`config.mk`:
```
export PLATFORM = sky130hd
export DESIGN_NAME = uart_loader
export DESIGN_NICKNAME = d
export VERILOG_FILES = /design/src/rtl/uart_loader_pkg.sv /design/src/rtl/uart_loader_rx.sv /design/src/rtl/uart_loader.sv
export SDC_FILE = /design/constraint.sdc
export NUM_CORES = 1
export LEC_CHECK = 0
export CORE_UTILIZATION = 40
export CTS_BUF_LIST = sky130_fd_sc_hd__clkbuf_8
export CTS_CLUSTER_SIZE = 16
export DETAILED_ROUTE_END_ITERATION = 12
export PLACE_DENSITY = 0.56
export SYNTH_ARGS = -nofsm -noshare
export SYNTH_HDL_FRONTEND = slang
export SYNTH_SLANG_ARGS = --single-unit
```
`constraint.sdc`:
```
create_clock -name clk -period 3.53 [get_ports clk]
set_input_delay 0.5295 -clock clk [delete_from_list [all_inputs] [get_ports clk]]
set_output_delay 0.5295 -clock clk [all_outputs]
set_load 0.03 [all_outputs]
```
`src/rtl/uart_loader_pkg.sv`:
```
// Shared constants and state encodings for the UART program loader.
package uart_loader_pkg;

  localparam int DEF_CLKS_PER_BIT = 434;
  localparam int DEF_MAX_WORDS    = 4096;

  typedef enum logic [2:0] {
    ST_IDLE,
    ST_LEN,
    ST_DATA,
    ST_DONE,
    ST_ERR
  } ld_state_e;

  typedef enum logic [1:0] {
    RX_IDLE,
    RX_START,
    RX_DATA,
    RX_STOP
  } rx_state_e;

endpackage

```
`src/rtl/uart_loader_rx.sv`:
```
// 8N1 UART receiver: 2-flop synchronizer, mid-bit sampling, one-cycle
// byte_valid / frame_err pulses.
module uart_rx
  import uart_loader_pkg::*;
#(
  parameter int CLKS_PER_BIT = DEF_CLKS_PER_BIT
) (
  input  logic       clk,
  input  logic       rst_n,
  input  logic       rx_i,
  output logic       byte_valid_o,
  output logic       frame_err_o,
  output logic [7:0] byte_o
);

  localparam int CW = $clog2(CLKS_PER_BIT + 1);
  localparam logic [CW-1:0] BIT_LAST  = CW'(CLKS_PER_BIT - 1);
  localparam logic [CW-1:0] HALF_LAST = CW'(CLKS_PER_BIT / 2 - 1);

  rx_state_e     state_q;
  logic          sync1_q, sync2_q, prev_q;
  logic [CW-1:0] cnt_q;
  logic [2:0]    bit_q;
  logic [7:0]    shift_q;
  logic          byte_valid_q, frame_err_q;

  assign byte_valid_o = byte_valid_q;
  assign frame_err_o  = frame_err_q;
  assign byte_o       = shift_q;

  always_ff @(posedge clk or negedge rst_n) begin
    if (!rst_n) begin
      state_q      <= RX_IDLE;
      sync1_q      <= 1'b1;
      sync2_q      <= 1'b1;
      prev_q       <= 1'b1;
      cnt_q        <= '0;
      bit_q        <= '0;
      shift_q      <= '0;
      byte_valid_q <= 1'b0;
      frame_err_q  <= 1'b0;
    end else begin
      sync1_q      <= rx_i;
      sync2_q      <= sync1_q;
      prev_q       <= sync2_q;
      byte_valid_q <= 1'b0;
      frame_err_q  <= 1'b0;
      case (state_q)
        RX_IDLE: begin
          cnt_q <= '0;
          if (prev_q && !sync2_q) state_q <= RX_START;
        end
        // Half a bit after the falling edge the line must still be low,
        // otherwise it was a glitch.
        RX_START: begin
          if (cnt_q == HALF_LAST) begin
            cnt_q   <= '0;
            bit_q   <= '0;
            state_q <= sync2_q ? RX_IDLE : RX_DATA;
          end else begin
            cnt_q <= cnt_q + 1'b1;
          end
        end
        RX_DATA: begin
          if (cnt_q == BIT_LAST) begin
            cnt_q   <= '0;
            shift_q <= {sync2_q, shift_q[7:1]};
            bit_q   <= bit_q + 1'b1;
            if (bit_q == 3'd7) state_q <= RX_STOP;
          end else begin
            cnt_q <= cnt_q + 1'b1;
          end
        end
        RX_STOP: begin
          if (cnt_q == BIT_LAST) begin
            cnt_q        <= '0;
            byte_valid_q <= sync2_q;
            frame_err_q  <= !sync2_q;
            state_q      <= RX_IDLE;
          end else begin
            cnt_q <= cnt_q + 1'b1;
          end
        end
        default: state_q <= RX_IDLE;
      endcase
    end
  end

endmodule

```
`src/rtl/uart_loader.sv`:
```
// Program loader: reads a little-endian word count then that many words over
// UART and writes them to program memory at consecutive word addresses.
module uart_loader
  import uart_loader_pkg::*;
#(
  parameter int CLKS_PER_BIT = DEF_CLKS_PER_BIT,
  parameter int MAX_WORDS    = DEF_MAX_WORDS
) (
  input  logic        clk,
  input  logic        rst_n,
  input  logic        uart_rx_i,
  input  logic        start_i,
  output logic        wr_en_o,
  output logic [31:0] addr_o,
  output logic [31:0] data_o,
  output logic        busy_o,
  output logic        done_o,
  output logic        err_o
);

  logic       byte_valid, frame_err;
  logic [7:0] rx_byte;

  uart_rx #(.CLKS_PER_BIT(CLKS_PER_BIT)) u_rx (
    .clk         (clk),
    .rst_n       (rst_n),
    .rx_i        (uart_rx_i),
    .byte_valid_o(byte_valid),
    .frame_err_o (frame_err),
    .byte_o      (rx_byte)
  );

  ld_state_e   state_q;
  logic [1:0]  byte_idx_q;
  logic [23:0] asm_q;
  logic [31:0] asm_d;
  logic [31:0] len_q;
  logic [29:0] word_idx_q;
  logic        wr_en_q;
  logic [31:0] addr_q, data_q;

  // Bytes arrive LSB first, so each new byte enters at the top.
  assign asm_d = {rx_byte, asm_q};

  assign wr_en_o = wr_en_q;
  assign addr_o  = addr_q;
  assign data_o  = data_q;
  assign busy_o  = (state_q == ST_LEN) || (state_q == ST_DATA);
  assign done_o  = (state_q == ST_DONE);
  assign err_o   = (state_q == ST_ERR);

  always_ff @(posedge clk or negedge rst_n) begin
    if (!rst_n) begin
      state_q    <= ST_IDLE;
      byte_idx_q <= '0;
      asm_q      <= '0;
      len_q      <= '0;
      word_idx_q <= '0;
      wr_en_q    <= 1'b0;
      addr_q     <= '0;
      data_q     <= '0;
    end else begin
      wr_en_q <= 1'b0;
      case (state_q)
        ST_IDLE, ST_DONE, ST_ERR: begin
          if (start_i) begin
            state_q    <= ST_LEN;
            byte_idx_q <= '0;
            word_idx_q <= '0;
          end
        end
        ST_LEN: begin
          if (frame_err) begin
            state_q <= ST_ERR;
          end else if (byte_valid) begin
            asm_q      <= asm_d[31:8];
            byte_idx_q <= byte_idx_q + 1'b1;
            if (byte_idx_q == 2'd3) begin
              len_q <= asm_d;
              if (asm_d == 32'd0)                 state_q <= ST_DONE;
              else if (asm_d > 32'(MAX_WORDS))    state_q <= ST_ERR;
              else                                state_q <= ST_DATA;
            end
          end
        end
        ST_DATA: begin
          if (frame_err) begin
            state_q <= ST_ERR;
          end else if (byte_valid) begin
            asm_q      <= asm_d[31:8];
            byte_idx_q <= byte_idx_q + 1'b1;
            if (byte_idx_q == 2'd3) begin
              wr_en_q    <= 1'b1;
              addr_q     <= {word_idx_q, 2'b00};
              data_q     <= asm_d;
              word_idx_q <= word_idx_q + 30'd1;
              if ({2'b00, word_idx_q + 30'd1} == len_q) state_q <= ST_DONE;
            end
          end
        end
        default: state_q <= ST_IDLE;
      endcase
    end
  end

endmodule
```
==> impl_metrics.toml <==
[setup_path]
path_class = "flop to flop"
critPathMaxFanout = 10
r2r-start = "word_idx_q[1]"
cp_cell_sequence = "ha_2 > nand4_1 > nor3_2 > and3_1 > a21oi_1 > a2111o_1 > nor4_2 > a41oi_2 > mux2_4"
worstPathRequired_ns = 3.92
worst_r2r_endpoint = "state_q[2]"
delay_of_the_slowest_cell_on_the_worst_path_ns = 0.50
crit_path_top_delay_cell = "sky130_fd_sc_hd__dfrtp_1"
critical_path_arrival_ns = 3.62
critPathBufInv = 0
reg2reg_depth = 9
flop_to_flop_setup_slack_ns = 0.30
worstSetupEndpointType = "flop"
cp_top_family = "simple AND/OR/NAND/NOR gates"
worstSetupStartpointType = "flop"

[synth]
ys_seq_elements = 181
synthSimpleGateAreaFrac_pct = 21.0
syn_inst = 904
yosys.area_share.adder_pct = 0.995
synth_seq_area_share_pct = 51.5
cell_with_the_most_instances_after_synthesis = "sky130_fd_sc_hd__nand2_1"
synth-edff-count = 0
synthMuxAreaShare_pct = 9.30
synth_common_cells = "sky130_fd_sc_hd__nand2_1 (224), sky130_fd_sc_hd__dfrtp_1 (178), sky130_fd_sc_hd__mux2_2 (66)"
synth_top_family_by_area = "simple AND/OR/NAND/NOR gates"
synth_compound_area_share_pct = 9.61
synth.avg_cell_area_um2 = 9.74
post_synthesis_share_of_cell_area_spent_on_xor_and_xnor_gates_pct = 3.98
synth_top_cell_by_area = "sky130_fd_sc_hd__dfrtp_1"
synth_top_flop_cell = "sky130_fd_sc_hd__dfrtp_1"
ys_warn_count = 0
ys_top_cells_by_area = "sky130_fd_sc_hd__dfrtp_1 (51%), sky130_fd_sc_hd__nand2_1 (9.6%), sky130_fd_sc_hd__mux2_2 (8.4%)"
yosysUniqueCellTypes = 68
postSynth.asyncResetShare_pct = 100
synth_top_area_share_pct = 50.6
synth_area_um2 = 8800

[power_and_ir_drop]
power_density_nw_per_um2 = 388
static-leakage-power_nw = 4.83
worst_supply_voltage_drop_on_vdd_uv = 369

[floorplanning]
io-pin-count = 72
std_cell_rows = 53
die_width_um = 150
design.die.area_um2 = 22600
initial_core_util_pct = 41.3
die_h_um = 150
core_footprint_um2 = 21300

[detailed_routing]
routed_wire_length_per_instance_um = 16.7
remaining_drc_errors = 0
drtIter0Drc = 517
vias_per_cell = 5.34
first_pass_iters = 7
detail-route-antenna-nets = 0
totalWireLength_um = 20800
detailroute.via_count = 6629

[sta]
clock.fmax_mhz = 309
timing.final.hold_violations = 0
worstMarginPinSlew_ns = 1.24
unrepaired_setup_endpoints_after_global_routing = "false"
finalCritPeriodShare_pct = 91.6
slew_headroom_pct = 17.1
worst_hold_slack_ns = 0.362
final_max_slew_viol_count = 0
worst_clock_skew_ns = 0.0179
final_count_of_negative_setup_slack_endpoints = 0
setup_total_negative_slack_ns = 0
period_needed_ns = 3.23

[global_routing]
first_pass_grt_wire_length_um = 34200
global_route.overflow_total = 0
groute.usage.overall_pct = 19.4
grt_max_degree = 113
via_count_of_the_first_global_routing_pass = 6311
antenna_violations_before_repair = 0

[clock_tree]
clk_latency_ns = 0.49
tritoncts = "done"
clk_root_buffer_cell = "sky130_fd_sc_hd__clkbuf_8"
cts_num_sinks = 181
path_clk_slew_ns = 0.11
ctsHtreeMaxLevel = 4
maximum_count_of_clock_buffers_along_a_single_path = 2
tritoncts.num_buffers = 17

[layout]
design_area_um2 = 10200
drive_gt1_share_pct = 14.5
antenna_cells = 0
syn_to_final_growth_pct = 15.5
final_net_count = 965

[min_path]
hold-path-endpoint = "u_rx.sync2_q"
timing.hold.worst_path_depth = 0
hp-start = "u_rx.sync1_q"
timing.hold.worst.class = "flop to flop"

[place]
dp_hpwl_um = 14000
postPlaceCellArea_um2 = 9750
gp_routability_congestion = 0.885
port_buffers = 69

[job]
max_cap_viol_count = 0

[outcome]
status = "finished clean"
## power by group
part	switching, mW	internal [mW]	total, mW
registers	0.0583	2.11	2.16
clock network	0.863	0.593	1.46
logic	0.211	0.115	0.326
total	1.13	2.81	3.95
## worst max-delay path by stage
stage	from	end	slack, ns	depth (start not counted)
floorplan	word_idx_q[1]	state_q[2]	0.65	10
global placement	word_idx_q[1]	state_q[2]	0.37	9
detailed placement	word_idx_q[1]	state_q[2]	0.26	9
CTS	word_idx_q[1]	state_q[2]	0.25	9
global route	word_idx_q[1]	state_q[2]	0.05	10
finish	word_idx_q[1]	state_q[2]	0.30	9
## cells in the final DEF, fill, tap and decap left out, drive strengths merged, types with 12 or more instances in the layout
cell type      Yosys  layout
xnor2             25      25
o21ai             64      64
a21oi             21      21
nor2              50      50
nand2            224     224
nand4             18      18
nand3             22      22
inv               13      21
xor2              15      15
clkdlybuf4s50      0      68
dfrtp            178     178
clkbuf            35      17
nor4              12      12
buf               24      20
mux2              67      67
## metal layers
metal / part of all wire (%) / routed length, µm / track usage, %
met5: 0 / 0 / 0
met4: 1.4 / 286 / 5.86
met3: 3.6 / 745 / 2.85
met2: 44 / 9180 / 28.4
met1: 51 / 10600 / 29.4
## registers in the layout, indices dropped and copies added, names as in the netlist, 3 cells and up, named ones only
name and cells:
state_q 3, asm_q 24, len_q 32, u_rx.bit_q 3
u_rx.byte_o 8, data_o 32, addr_o 30, word_idx_q 30
u_rx.cnt_q 9
## through the flow
stage	setup WS (ns)	cells	utilization, %	total power, mW
finish	0.297	1242	47.7	3.95
global route	0.0530	1242	47.7	4.11
CTS	0.250	1242	47.7	4.00
detailed placement	0.258	1209	45.8	2.54
global placement	0.365	1209	45.8	2.53
floorplan	0.648	905	-	2.39
## cell type report
class | instances | area [µm²]
flip-flops and latches | 181 | 4530
multi-input cells | 652 | 3980
well taps | 275 | 344
fillers | 2058 | 11100
clock buffers | 17 | 234
clock inverters | 15 | 168
repair buffers | 89 | 857
inverters | 13 | 48.8
## what timing repair did
item                                    4_1_cts  5_1_grt
hold endpoints to repair                     25        0
endpoints found under the setup margin        0        2
hold buffers                                  1        0
buffers inserted                              0        0
gates resized for setup                       0        1
## cells by family (layout without fill, tap and decap cells)
| group | after synthesis | count (layout) |
|---|---|---|
| AOI/OAI and AO/OA | 136 | 136 |
| xor gates and xnor gates | 40 | 40 |
| adders and majority gates | 7 | 7 |
| buffers and inverters | 72 | 134 |
| DFF | 181 | 181 |
| muxes | 73 | 73 |
| other | 1 | 2 |
| and+or+nand+nor | 394 | 394 |
No activity file was read; power rests on OpenSTA's default activity.
==> variant 1 (same settings) <==
Set the package constant `DEF_MAX_WORDS` to 3072 (it was 4096).
--- a/src/rtl/uart_loader_pkg.sv
+++ b/src/rtl/uart_loader_pkg.sv
@@ -3,5 +3,5 @@
 
   localparam int DEF_CLKS_PER_BIT = 434;
-  localparam int DEF_MAX_WORDS    = 4096;
+  localparam int DEF_MAX_WORDS    = 3072;
 
   typedef enum logic [2:0] {
Check against the original RTL: no difference found for any inputs over 10 cycles, from zero or initial values and one cycle with rst_n low; that may be too few to reach the edited logic, so the function may still have changed.
==> variant 1 against the original RTL <==
Global-route usage is 1.4 points higher; cell count is 0.72% higher; largest cell class unchanged; routed wire length is 6.7% higher; final area is 1.3% higher; setup slack worse by 120 ps; synthesized area is 0.45% lower; clock skew is 2.9 ps lower; critical path depth stayed put; critical path type unchanged; sequential cell count stayed put; utilization is 0.79 points higher.
Power is not compared: it rests on default switching activity, and its combinational part moved more than twofold at a synthesized area within 25%.
==> variant 1: results (changes against the original RTL) <==
cts:
  cts_resized: 0  # unchanged
  cts.htree.levels: 4  # unchanged
  path_clk_slew_ps: 100
  cts_buffer_depth: 2  # unchanged
  clock_latency_ps: 470  # was 490 ps
  cts_setup_buffers: 0  # unchanged
  cts_root_buffer: "clkbuf_8"  # unchanged
  cts_made_buffers: 17  # unchanged
placed_design:
  dp_slack_ps: 187  # was 258 ps
  dp_hpwl_um: 15500  # was 14,000 um
  place_congestion: 0.901  # was 0.885
  port_buffers: 69  # unchanged
routing:
  wl_um: 22200  # was 20,800 um
  first_pass_iters: 5  # was 7
  first_iter_violations: 484  # was 517
  routed_via_density: 5.45  # was 5.34
power:
  peakVddDrop_v: 0.000191
  power.leakage_nw: 4.87
grt:
  grt_pass1_vias: 6599  # was 6,311
  grt_max_degree: 91  # was 113
  grt_pass1_wl_um: 35700  # was 34,200 um
  antenna_found_initial: 0  # unchanged
  grt_usage: 0.208  # was 0.194
setup_path:
  rr_worst_depth: 9  # unchanged
  path_max_fanout: 8  # was 10
  rrSetupSlack_ps: 170  # was 300 ps
  timing.rr.end: "state_q[2]"  # unchanged
  crit_arrival_ps: 3710  # was 3620 ps
  startpoint: "word_idx_q[0]"  # was word_idx_q[1]
synthesis:
  synth.area.top_cells: "dfrtp_1, nand2_1, mux2_2"  # unchanged
  synth-adder-area-share: 0.0100  # was 0.00995
  synth-xor-area-share: 0.0410  # was 0.0398
  synth-edff-count: 0  # unchanged
  synth-compound-area-share: 0.0943  # was 0.0961
  synthArstFlopShare: 1.00  # unchanged
  yosysWarnings: 0  # unchanged
  yosysSeqAreaShare: 0.517  # was 0.515
  synth_common_cells: "nand2_1, dfrtp_1, mux2_2"  # unchanged
  synth_mux_area_frac: 0.0883  # was 0.0930
  synth_cell_types: 62  # was 68
timing:
  skew_ps: 14.9  # was 17.9 ps
  hold_viol: 0  # unchanged
  worst_pin_slew_ps: 821  # was 1240 ps
  holdWs_ps: 127  # was 362 ps
cells_and_area:
  diodes: 0  # unchanged
  nNetsFinal: 974  # was 965
  drive_gt1_frac: 0.155  # was 0.145
run_status:
  status: "finished, final reports clean"  # unchanged
hold_path:
  hold_path.class: "primary input to async pin"  # was flop to flop
## variant 1: cells by family after synthesis
logic type      after synthesis
simple gates                393
flops                       181
compound gates              132
buf+inv                      71
mux                          69
xor+xnor                     41
fa+ha+maj                     7
other cells                   1
## variant 1: where the power goes
part	switching (W)	internal, W	leakage [nW]
registers	0.0000520	0.00211	2.34
clock network	0.000793	0.000681	0.209
logic	0.0000890	0.0000603	2.32
total	0.000934	0.00286	4.87
## variant 1: critical path, stage by stage (launching register included)
cell and delay [ps]:
dfrtp_1 490, ha_1 260, nand3_1 170, or4_1 520
or4_1 490, a22oi_1 200, nand4_1 160, nor4_4 420
or2_2 210, mux2_1 320
## variant 1: area by class of cell
cell class | count | area [um^2]
multi-input cells | 644 | 3970
fillers | 2029 | 10900
inverters | 14 | 52.6
repair buffers | 105 | 990
clock inverters | 13 | 146
well taps | 275 | 344
flip-flops and latches | 181 | 4530
clock buffers | 19 | 262
## variant 1: metal layers
layer  GRT usage  vias to the layer above  routed length, um
met1       0.295                     3399              10900
met3      0.0329                       31                698
met5           0                        -                  0
met4      0.0778                        0                504
met2       0.321                      127              10100
li1            -                     3259                  -
## variant 1: through the flow
stage	instances	cell area, um^2
final	1251	10300
after global placement	1219	9890
after detailed placement	1219	9890
after CTS	1251	10300
after floorplan	896	8760
after global routing	1251	10300
## variant 1: how the worst max path moves through the flow
stage	to	slack (ps)	cells past startpoint
3_5_place_dp	state_q[2]	190	9
4_1_cts	state_q[2]	160	9
2_1_floorplan	state_q[2]	540	9
6_report	state_q[2]	170	9
3_3_place_gp	state_q[2]	240	9
5_1_grt	state_q[2]	10	9
==> variant 2 (config.mk and constraints unchanged) <==
Made on the original files. Register the outputs `busy_o`, `done_o` and `err_o`, without a reset; this adds one clock of latency there. The other outputs are not delayed to match.
--- a/src/rtl/uart_loader.sv
+++ b/src/rtl/uart_loader.sv
@@ -46,7 +46,9 @@
   assign addr_o  = addr_q;
   assign data_o  = data_q;
-  assign busy_o  = (state_q == ST_LEN) || (state_q == ST_DATA);
-  assign done_o  = (state_q == ST_DONE);
-  assign err_o   = (state_q == ST_ERR);
+  always_ff @(posedge clk) begin
+    busy_o <= (state_q == ST_LEN) || (state_q == ST_DATA);
+    done_o <= (state_q == ST_DONE);
+    err_o  <= (state_q == ST_ERR);
+  end
 
   always_ff @(posedge clk or negedge rst_n) begin
Behaviour: not the same (a bounded check fails within 4 cycles, from zero or initial values and one cycle with rst_n low).
==> variant 2 against the original RTL <==
Global-route usage rose by 0.38 points; synthesized area rose by 0.68%; sequential share of layout area rose by 0.26 points; sequential cell count rose by 3; final area rose by 0.74%; routed wire length rose by 0.94%; highest routed layer unchanged; power rose by 0.69%; setup slack got worse by 2.9 ps; utilization fell by 0.68 points; clock skew rose by 1.1 ps.
==> variant 2: results (changes against the original RTL) <==
cells_and_area:
  drive_gt1_frac: 0.147  # was 0.145
  nNetsFinal: 969  # was 965
  diodes: 0  # unchanged
cts:
  cts.htree.levels: 4  # unchanged
  clock_latency_ps: 470  # was 490 ps
  cts_buffer_depth: 2  # unchanged
  cts_made_buffers: 17  # unchanged
  cts_root_buffer: "clkbuf_8"  # unchanged
  path_clk_slew_ps: 110  # about the same
grt:
  antenna_found_initial: 0  # unchanged
  grt_max_degree: 88  # was 113
  grt_pass1_vias: 6431  # was 6,311
  grt_pass1_wl_um: 35100  # was 34,200 um
  grt_usage: 0.198  # was 0.194
synthesis:
  synth_common_cells: "nand2_1, dfrtp_1, mux2_2"  # unchanged
  yosysSeqAreaShare: 0.518  # was 0.515
  synth.area.top_cells: "dfrtp_1, nand2_1, mux2_2"  # unchanged
  yosysWarnings: 0  # unchanged
  synth_top_flop_cell: "dfrtp_1"  # unchanged
  synthArstFlopShare: 0.984  # was 1.00
  synth_cell_types: 69  # was 68
setup_path:
  startpoint: "word_idx_q[1]"  # unchanged
  path_max_fanout: 10  # unchanged
  crit_arrival_ps: 3600  # was 3620 ps
routing:
  wl_um: 21000  # was 20,800 um
  first_pass_iters: 5  # was 7
  detail-route-antenna-nets: 0  # unchanged
  first_iter_violations: 496  # was 517
  routed_via_density: 5.33  # was 5.34
placed_design:
  dp_slack_ps: 209  # was 258 ps
  dp_hpwl_um: 14500  # was 14,000 um
  place_congestion: 0.903  # was 0.885
  port_buffers: 69  # unchanged
  place_area_um2: 9830  # was 9750 um^2
run_status:
  status: "finished, final reports clean"  # unchanged
timing:
  worst_pin_slew_ps: 726  # was 1240 ps
  skew_ps: 19.0  # was 17.9 ps
power:
  peakVddDrop_v: 0.000247  # was 0.000369 V
  power.leakage_nw: 4.87  # was 4.83 nW
hold_path:
  hold_path.class: "primary input to async pin"  # was flop to flop
variant 2: stage by stage:
step | power, W | hold slack, ps | std cells
global placement | 0.00258 | 346 | 1217
global route | 0.00417 | 124 | 1251
floorplan | 0.00244 | 234 | 908
CTS | 0.00403 | 109 | 1249
finish | 0.00397 | 91.5 | 1251
detailed placement | 0.00258 | 351 | 1217
variant 2: final cells by class:
cell class,instances,area (um^2)
clock buffer,17,234
clock inverter,15,159
fill,2124,11500
inverter,13,48.8
multi-input combinational,652,3980
sequential,184,4590
tap,280,350
timing repair buffer,90,875
variant 2: final timing paths:
path | endpoint | slack (ps) | cells after the start
min | addr_o[21] | 90 | 1
min in group clk | u_rx.sync2_q | 370 | 0
min reg2reg | u_rx.sync2_q | 370 | 0
max | state_q[2] | 290 | 9
max in group asynchronous | len_q[8] | 2600 | 2
max reg2reg | state_q[2] | 290 | 9
variant 2: critical path, stage by stage, from the launching register on:
cell and delay, ps:
dfrtp_1 500, ha_2 340, nand4_1 280, nor3_2 370, and3_1 270, a21oi_1 90, a2111o_1 410, nor4_2 330
a41oi_2 210, mux2_4 330
variant 2: what timing repair did:
action	in CTS	in global routing
gates resized for setup	0	1
hold endpoints to repair	0	0
buffers inserted	0	2
endpoints found under the setup margin	0	2
variant 2: logic make-up (layout without fill, tap and decap cells):
logic type | after synthesis | count (layout) | synth area share
muxes | 73 | 73 | 0.0923
DFF | 184 | 184 | 0.518
buffers and inverters | 72 | 135 | 0.0352
adders and majority gates | 7 | 7 | 0.00988
other | 1 | 2 | 0.000423
and+or+nand+nor | 394 | 394 | 0.209
xor gates and xnor gates | 40 | 40 | 0.0395
AOI/OAI and AO/OA | 136 | 136 | 0.0955
variant 2: power breakdown:
part / switching [W] / internal, W
clock: 0.000853 / 0.000590
combinational: 0.000204 / 0.000114
sequential: 0.0000594 / 0.00215
variant 2: per-layer routing:
layer,wire length (um),vias to the layer above,global-route usage
met3,757,18,0.0349
met4,207,0,0.0420
met5,0,-,0
met2,9570,129,0.303
li1,-,3227,-
met1,10500,3295,0.292
